==> src/rtl/gs232c_btb_pkg.sv <==
// Shared definitions for the banked BTB bitmap: default geometry, a
// constant log2 helper and the clear/run state encoding.
package gs232c_btb_pkg;

  localparam int AW_DEF    = 10;
  localparam int NB_DEF    = 4;
  localparam int SEG_W_DEF = 4;

  // Ceiling log2, usable in parameter expressions.
  function automatic int log2_ceil(input int v);
    int r;
    r = 0;
    for (int i = 0; i < 31; i++) begin
      if ((1 << i) < v) r = i + 1;
    end
    return r;
  endfunction

  localparam int ROWS_DEF = (2 ** AW_DEF) / NB_DEF;

  typedef enum logic {
    ST_CLEAR = 1'b0,
    ST_RUN   = 1'b1
  } state_e;

endpackage

==> src/rtl/gs232c_bitmap_rot.sv <==
// NB-bit rotator. left=1 maps window lanes onto banks (lane i -> bank
// (i+amt)%NB); left=0 maps banks back onto window lanes.
module gs232c_bitmap_rot
  import gs232c_btb_pkg::*;
#(
  parameter int NB = NB_DEF,
  parameter int SW = log2_ceil(NB)
) (
  input  logic [NB-1:0] din,
  input  logic [SW-1:0] amt,
  input  logic          left,
  output logic [NB-1:0] dout
);

  // Modulo-NB index arithmetic relies on NB being a power of two.
  always_comb begin
    logic [SW-1:0] src;
    dout = '0;
    for (int i = 0; i < NB; i++) begin
      src     = left ? (SW'(i) - amt) : (SW'(i) + amt);
      dout[i] = din[src];
    end
  end

endmodule

==> src/rtl/gs232c_btb_bitmap_banked.sv <==
// Banked BTB bitmap: NB interleaved single-bit banks serving one unaligned
// NB-bit window read and one masked window write per cycle, with a
// registered read, write-first bypass and a hardware clear sweep.
module gs232c_btb_bitmap_banked
  import gs232c_btb_pkg::*;
#(
  parameter int AW    = AW_DEF,
  parameter int NB    = NB_DEF,
  parameter int SEG_W = SEG_W_DEF
) (
  input  logic          clock,
  input  logic          reset,
  input  logic          flush,
  output logic          ready,
  input  logic          rd_en,
  input  logic [AW-1:0] raddr,
  output logic          rvalid,
  output logic [NB-1:0] rdata,
  input  logic          wr_en,
  input  logic [AW-1:0] waddr,
  input  logic [NB-1:0] wmask,
  input  logic [NB-1:0] wdata
);

  localparam int LNB  = log2_ceil(NB);
  localparam int ROWS = (2 ** AW) / NB;
  localparam int RW   = AW - LNB;
  localparam int SP1  = SEG_W + 1;

  // Lanes whose bit would carry out of the window's segment are invalid.
  function automatic logic [NB-1:0] seg_lane_mask(input logic [AW-1:0] addr);
    logic [NB-1:0] m;
    logic [SEG_W:0] pos;
    for (int i = 0; i < NB; i++) begin
      pos  = {1'b0, addr[SEG_W-1:0]} + SP1'(i);
      m[i] = ~pos[SEG_W];
    end
    return m;
  endfunction

  // Banks below the start bank hold their lane one row further on.
  function automatic logic [RW-1:0] bank_row(input logic [AW-1:0] addr, input int b);
    return addr[AW-1:LNB] + RW'(LNB'(b) < addr[LNB-1:0]);
  endfunction

  state_e          state;
  logic [RW-1:0]   ctr;
  logic            rd_acc, wr_acc;
  logic [NB-1:0]   rlane_ok, wlane_ok;
  logic [NB-1:0]   wmask_bank, wdata_bank;
  logic [NB-1:0]   bank_rd, rd_lane;
  logic [RW-1:0]   rrow [NB];
  logic [RW-1:0]   wrow [NB];
  logic [ROWS-1:0] bank [NB];
  logic            vld_p1;
  logic [NB-1:0]   rdata_p1;

  // Accept accesses only while running; flush and reset drop same-cycle ops.
  always_comb begin
    rd_acc   = rd_en & ready & ~flush & ~reset;
    wr_acc   = wr_en & ready & ~flush & ~reset;
    rlane_ok = seg_lane_mask(raddr);
    wlane_ok = seg_lane_mask(waddr);
    for (int b = 0; b < NB; b++) begin
      rrow[b] = bank_row(raddr, b);
      wrow[b] = bank_row(waddr, b);
    end
  end

  gs232c_bitmap_rot #(.NB(NB)) u_rot_wmask (
    .din  (wmask & wlane_ok),
    .amt  (waddr[LNB-1:0]),
    .left (1'b1),
    .dout (wmask_bank)
  );

  gs232c_bitmap_rot #(.NB(NB)) u_rot_wdata (
    .din  (wdata),
    .amt  (waddr[LNB-1:0]),
    .left (1'b1),
    .dout (wdata_bank)
  );

  // Bank read with write-first bypass on a same-row masked write.
  always_comb begin
    bank_rd = '0;
    for (int b = 0; b < NB; b++) begin
      if (wr_acc && wmask_bank[b] && (wrow[b] == rrow[b])) bank_rd[b] = wdata_bank[b];
      else                                                 bank_rd[b] = bank[b][rrow[b]];
    end
  end

  gs232c_bitmap_rot #(.NB(NB)) u_rot_rdata (
    .din  (bank_rd),
    .amt  (raddr[LNB-1:0]),
    .left (1'b0),
    .dout (rd_lane)
  );

  // Clear sweep sequencing; ready is registered alongside the state.
  always_ff @(posedge clock) begin
    if (reset || flush) begin
      state <= ST_CLEAR;
      ctr   <= '0;
      ready <= 1'b0;
    end else if (state == ST_CLEAR) begin
      ctr <= ctr + 1'b1;
      if (ctr == RW'(ROWS - 1)) begin
        state <= ST_RUN;
        ready <= 1'b1;
      end
    end
  end

  // Bank storage: sweep zeroes one row per cycle, accepted writes update masked banks.
  always_ff @(posedge clock) begin
    if (state == ST_CLEAR) begin
      for (int b = 0; b < NB; b++) bank[b][ctr] <= 1'b0;
    end
    for (int b = 0; b < NB; b++) begin
      if (wr_acc && wmask_bank[b]) bank[b][wrow[b]] <= wdata_bank[b];
    end
  end

  // ---- stage p1: registered read data, held until the next accepted read ----
  always_ff @(posedge clock) begin
    if (reset) begin
      vld_p1   <= 1'b0;
      rdata_p1 <= '0;
    end else begin
      vld_p1 <= rd_acc;
      if (rd_acc) rdata_p1 <= rd_lane & rlane_ok;
    end
  end

  assign rvalid = vld_p1;
  assign rdata  = rdata_p1;

endmodule

==> config.mk <==
export PLATFORM = sky130hd
export DESIGN_NAME = gs232c_btb_bitmap_banked
export DESIGN_NICKNAME = d
export VERILOG_FILES = /design/src/rtl/gs232c_btb_pkg.sv /design/src/rtl/gs232c_bitmap_rot.sv /design/src/rtl/gs232c_btb_bitmap_banked.sv
export SDC_FILE = /design/constraint.sdc
export NUM_CORES = 2
export LEC_CHECK = 0
export CAP_MARGIN = 20
export CELL_PAD_IN_SITES_DETAIL_PLACEMENT = 1
export CELL_PAD_IN_SITES_GLOBAL_PLACEMENT = 1
export CORE_MARGIN = 2
export CORE_UTILIZATION = 35
export CTS_BUF_LIST = sky130_fd_sc_hd__clkbuf_2 sky130_fd_sc_hd__clkbuf_4 sky130_fd_sc_hd__clkbuf_8
export DETAILED_ROUTE_END_ITERATION = 7
export DONT_BUFFER_PORTS = 1
export GPL_TIMING_DRIVEN = 1
export PLACE_DENSITY = 0.6
export SLEW_MARGIN = 20
export SYNTH_ARGS = -nofsm -noshare
export SYNTH_HDL_FRONTEND = slang
export SYNTH_HIERARCHICAL = 1
export SYNTH_SLANG_ARGS = --single-unit
==> constraint.sdc <==
create_clock -name clock -period 4.93 [get_ports clock]
set_clock_uncertainty 0.2 [all_clocks]
set_input_delay 0.2465 -clock clock [delete_from_list [all_inputs] [get_ports clock]]
set_output_delay 0.2465 -clock clock [all_outputs]
set_load 0.03 [all_outputs]
==> results.py <==
metrics = {
    "outcome": {
        "run_status": "finished, final reports clean",
    },
    "routing": {
        "topRoutingLayerUsed": "met5",
        "drt_wl_total_um": 299000,
        "wire_per_inst_um": 41.8,
        "drt-pass1-iter-count": 6,
        "first_iter_violations": 9685,
        "met3_length_um": 45600,
        "met1_length_um": 107000,
        "ant_nets": 0,
        "route.met2.wl_um": 122000,
        "drc": 0,
        "avgViaCountPerCell": 6.65,
        "via_count": 47500,
    },
    "placement": {
        "dpl.hpwl_um": 199000,
        "gp_congestion": 1.09,
        "postPlaceCellArea_um2": 57700,
        "post-place-ws_ns": 0.414,
        "io_buffers": 0,
    },
    "synth": {
        "synth-async-reset-ratio_pct": 0,
        "synth_top_cell_area_share_pct": 56.3,
        "synthCells": 4912,
        "synth_edf_count": 1024,
        "synth_area_um2": 54600,
        "yosys_most_used_dff": "edfxtp_1",
        "synth_common_cells": "nor2_1, o21ai_0, edfxtp_1",
        "synth_area_leader_cell": "edfxtp_1",
        "synth_area_leaders": "edfxtp_1, mux4_2, o21ai_0, nor2_1, clkbuf_1",
        "syn_avg_cell_area_um2": 11.1,
        "yosys_warnings": 6,
        "synth_most_common_cell": "nor2_1",
        "seq_area_frac_synth_pct": 56.9,
        "synth.distinct_cells": 58,
        "synth_seq_cells": 1039,
    },
    "clock_tree": {
        "cts.sinks": 1039,
        "cts_tree": "built",
        "clockRootBuffer": "clkbuf_8",
        "cts_buffer_depth": 3,
        "path_clk_slew_ns": 0.07,
        "numCtsBuffers": 185,
        "clkLatencyLatePin_ns": 0.97,
        "cts_resized": 0,
        "htree_levels": 4,
    },
    "power": {
        "ir_worst_vdd_mv": 0.259,
        "leakage_nw": 21.0,
        "p_per_area_nw_per_um2": 311,
    },
    "worst_setup_path": {
        "slowest_delay_ns": 0.68,
        "path_buf_inv": 3,
        "path_delay_family": "buffers and inverters",
        "slowest_stage": "dlygate4sd3_1",
        "cp-start-kind": "primary input",
        "end_kind": "flop",
        "crit_type": "primary input to flop",
        "crit_required_ns": 5.58,
        "cp_cell_sequence": "dlygate4sd3_1, or2_2, ha_4, buf_12, mux4_2, mux4_2, mux2i_1, a2bb2oi_1, nand4b_1, o211ai_1, nor2b_1, a211oi_1, a31oi_1, nand2_1, a21oi_1, dlygate4sd3_1",
        "crit_arrival_ns": 5.52,
        "cp_max_fo": 12,
    },
    "sta": {
        "fin_crit_ns": 4.87,
        "fmax_mhz": 205,
        "rsz0062_at_grt": "no",
        "relSlewSlack_pct": 11.9,
        "fin_hold_ws_ns": 0.0663,
        "final.setup.worst_slack_ns": 0.0574,
        "period_share_pct": 98.8,
        "worstMarginPinSlew_ns": 1.32,
        "finalHoldViolations": 0,
        "tns_ns": 0,
        "setup_viol": 0,
        "drv_slew": 0,
    },
    "final_layout": {
        "final_design_area_no_fill_um2": 61900,
        "nNetsFinal": 4978,
        "area_growth_pct": 13.5,
        "drive_gt1_share_pct": 19.3,
    },
    "global_route": {
        "first_global_vias": 44800,
        "grt_max_degree": 78,
        "grt_use_total_pct": 37.0,
        "grt_pass1_wl_um": 391000,
        "grt_antenna_before_repair": 41,
        "overflow": 0,
    },
    "floorplanning": {
        "start_util_pct": 35.3,
        "die_h_um": 399,
        "rows": 144,
        "pin_count": 39,
        "core_area_um2": 154000,
        "die_x_um": 399,
        "dieArea_um2": 159000,
    },
    "run": {
        "cap_violations": 0,
    },
    "min_path": {
        "hp-class": "primary input to flop",
    },
}
[through the flow]
step,util (%),power (W),cells
finish,40.1,0.0193,7143
CTS,40.0,0.0192,7115
floorplan,-,0.0105,4916
global route,40.1,0.0196,7120
global placement,37.4,0.0109,6742
detailed placement,37.4,0.0109,6742
[worst min-delay path, cell delays in order]
cell,delay (ns)
a211oi_1,0.17
a31oi_1,0.08
nand3_1,0.08
a21oi_1,0.06
dlygate4sd3_1,0.54
[cells by family after synthesis]
| logic type | Yosys count | share of synthesized area [%] |
|---|---|---|
| xor+xnor | 93 | 1.62 |
| other cells | 2 | 0.0138 |
| buf+inv | 514 | 3.78 |
| simple gates | 1780 | 13.2 |
| compound gates | 1125 | 10.7 |
| fa+ha+maj | 17 | 0.390 |
| mux | 342 | 13.4 |
| flops | 1039 | 56.9 |
[layout by cell type (no fill, tap or decap), types with 47 or more instances in the layout]
master / count
nor2_1: 1081
mux4_2: 310
edfxtp_1: 1024
o21ai_0: 1035
buf_4: 271
nand2_1: 391
clkinv_1: 47
clkbuf_4: 59
nand3_1: 126
clkbuf_8: 195
[layout make-up]
type                    instances  area (um^2)
well taps                    2044         2560
diodes                         24         60.1
multi-input cells            3363        21800
inverters                      15         56.3
clock inverters                80          528
repair buffers                324         2700
fillers                     16600        92500
flip-flops and latches       1039        31000
clock buffers                 254         3130
[metal layers]
metal	vias up	track usage [%]
li1	18000	-
met5	-	0
met3	980	12.8
met1	24300	48.5
met4	16	24.4
met2	4128	51.7
[state kept, by name, summed over array words and instances (netlist names)]
name and flops:
rvalid 1, rdata 4, ready 1, ctr 8, bank 1024, state 1
[worst paths after layout]
kind,from,to,slack (ns),cells after the start
worst max-delay path,raddr[0],rdata[0]$_SDFFE_PP0P_,0.06,16
worst min-delay path,raddr[0],rdata[2]$_SDFFE_PP0P_,0.07,5
worst max register to register,bank[3][91]$_DFFE_PP_,rdata[3]$_SDFFE_PP0P_,0.35,13
worst min register to register,ctr[1]$_SDFFE_PP0N_,ctr[1]$_SDFFE_PP0N_,0.39,2
[report_power, final]
group          switching (W)  leakage (nW)  total (W)  internal [W]
sequential        0.00000270          11.8    0.00956       0.00956
combinational       0.000855          7.29    0.00130      0.000448
clock                0.00404          1.93    0.00840       0.00436
[timing repair]
action                                 4_1_cts  5_1_grt
setup buffers                                0        1
endpoints found under the hold margin      637       32
hold buffers                                39        2
setup endpoints to repair                    0        1
Note: power is estimated with default switching activity, not from simulation.
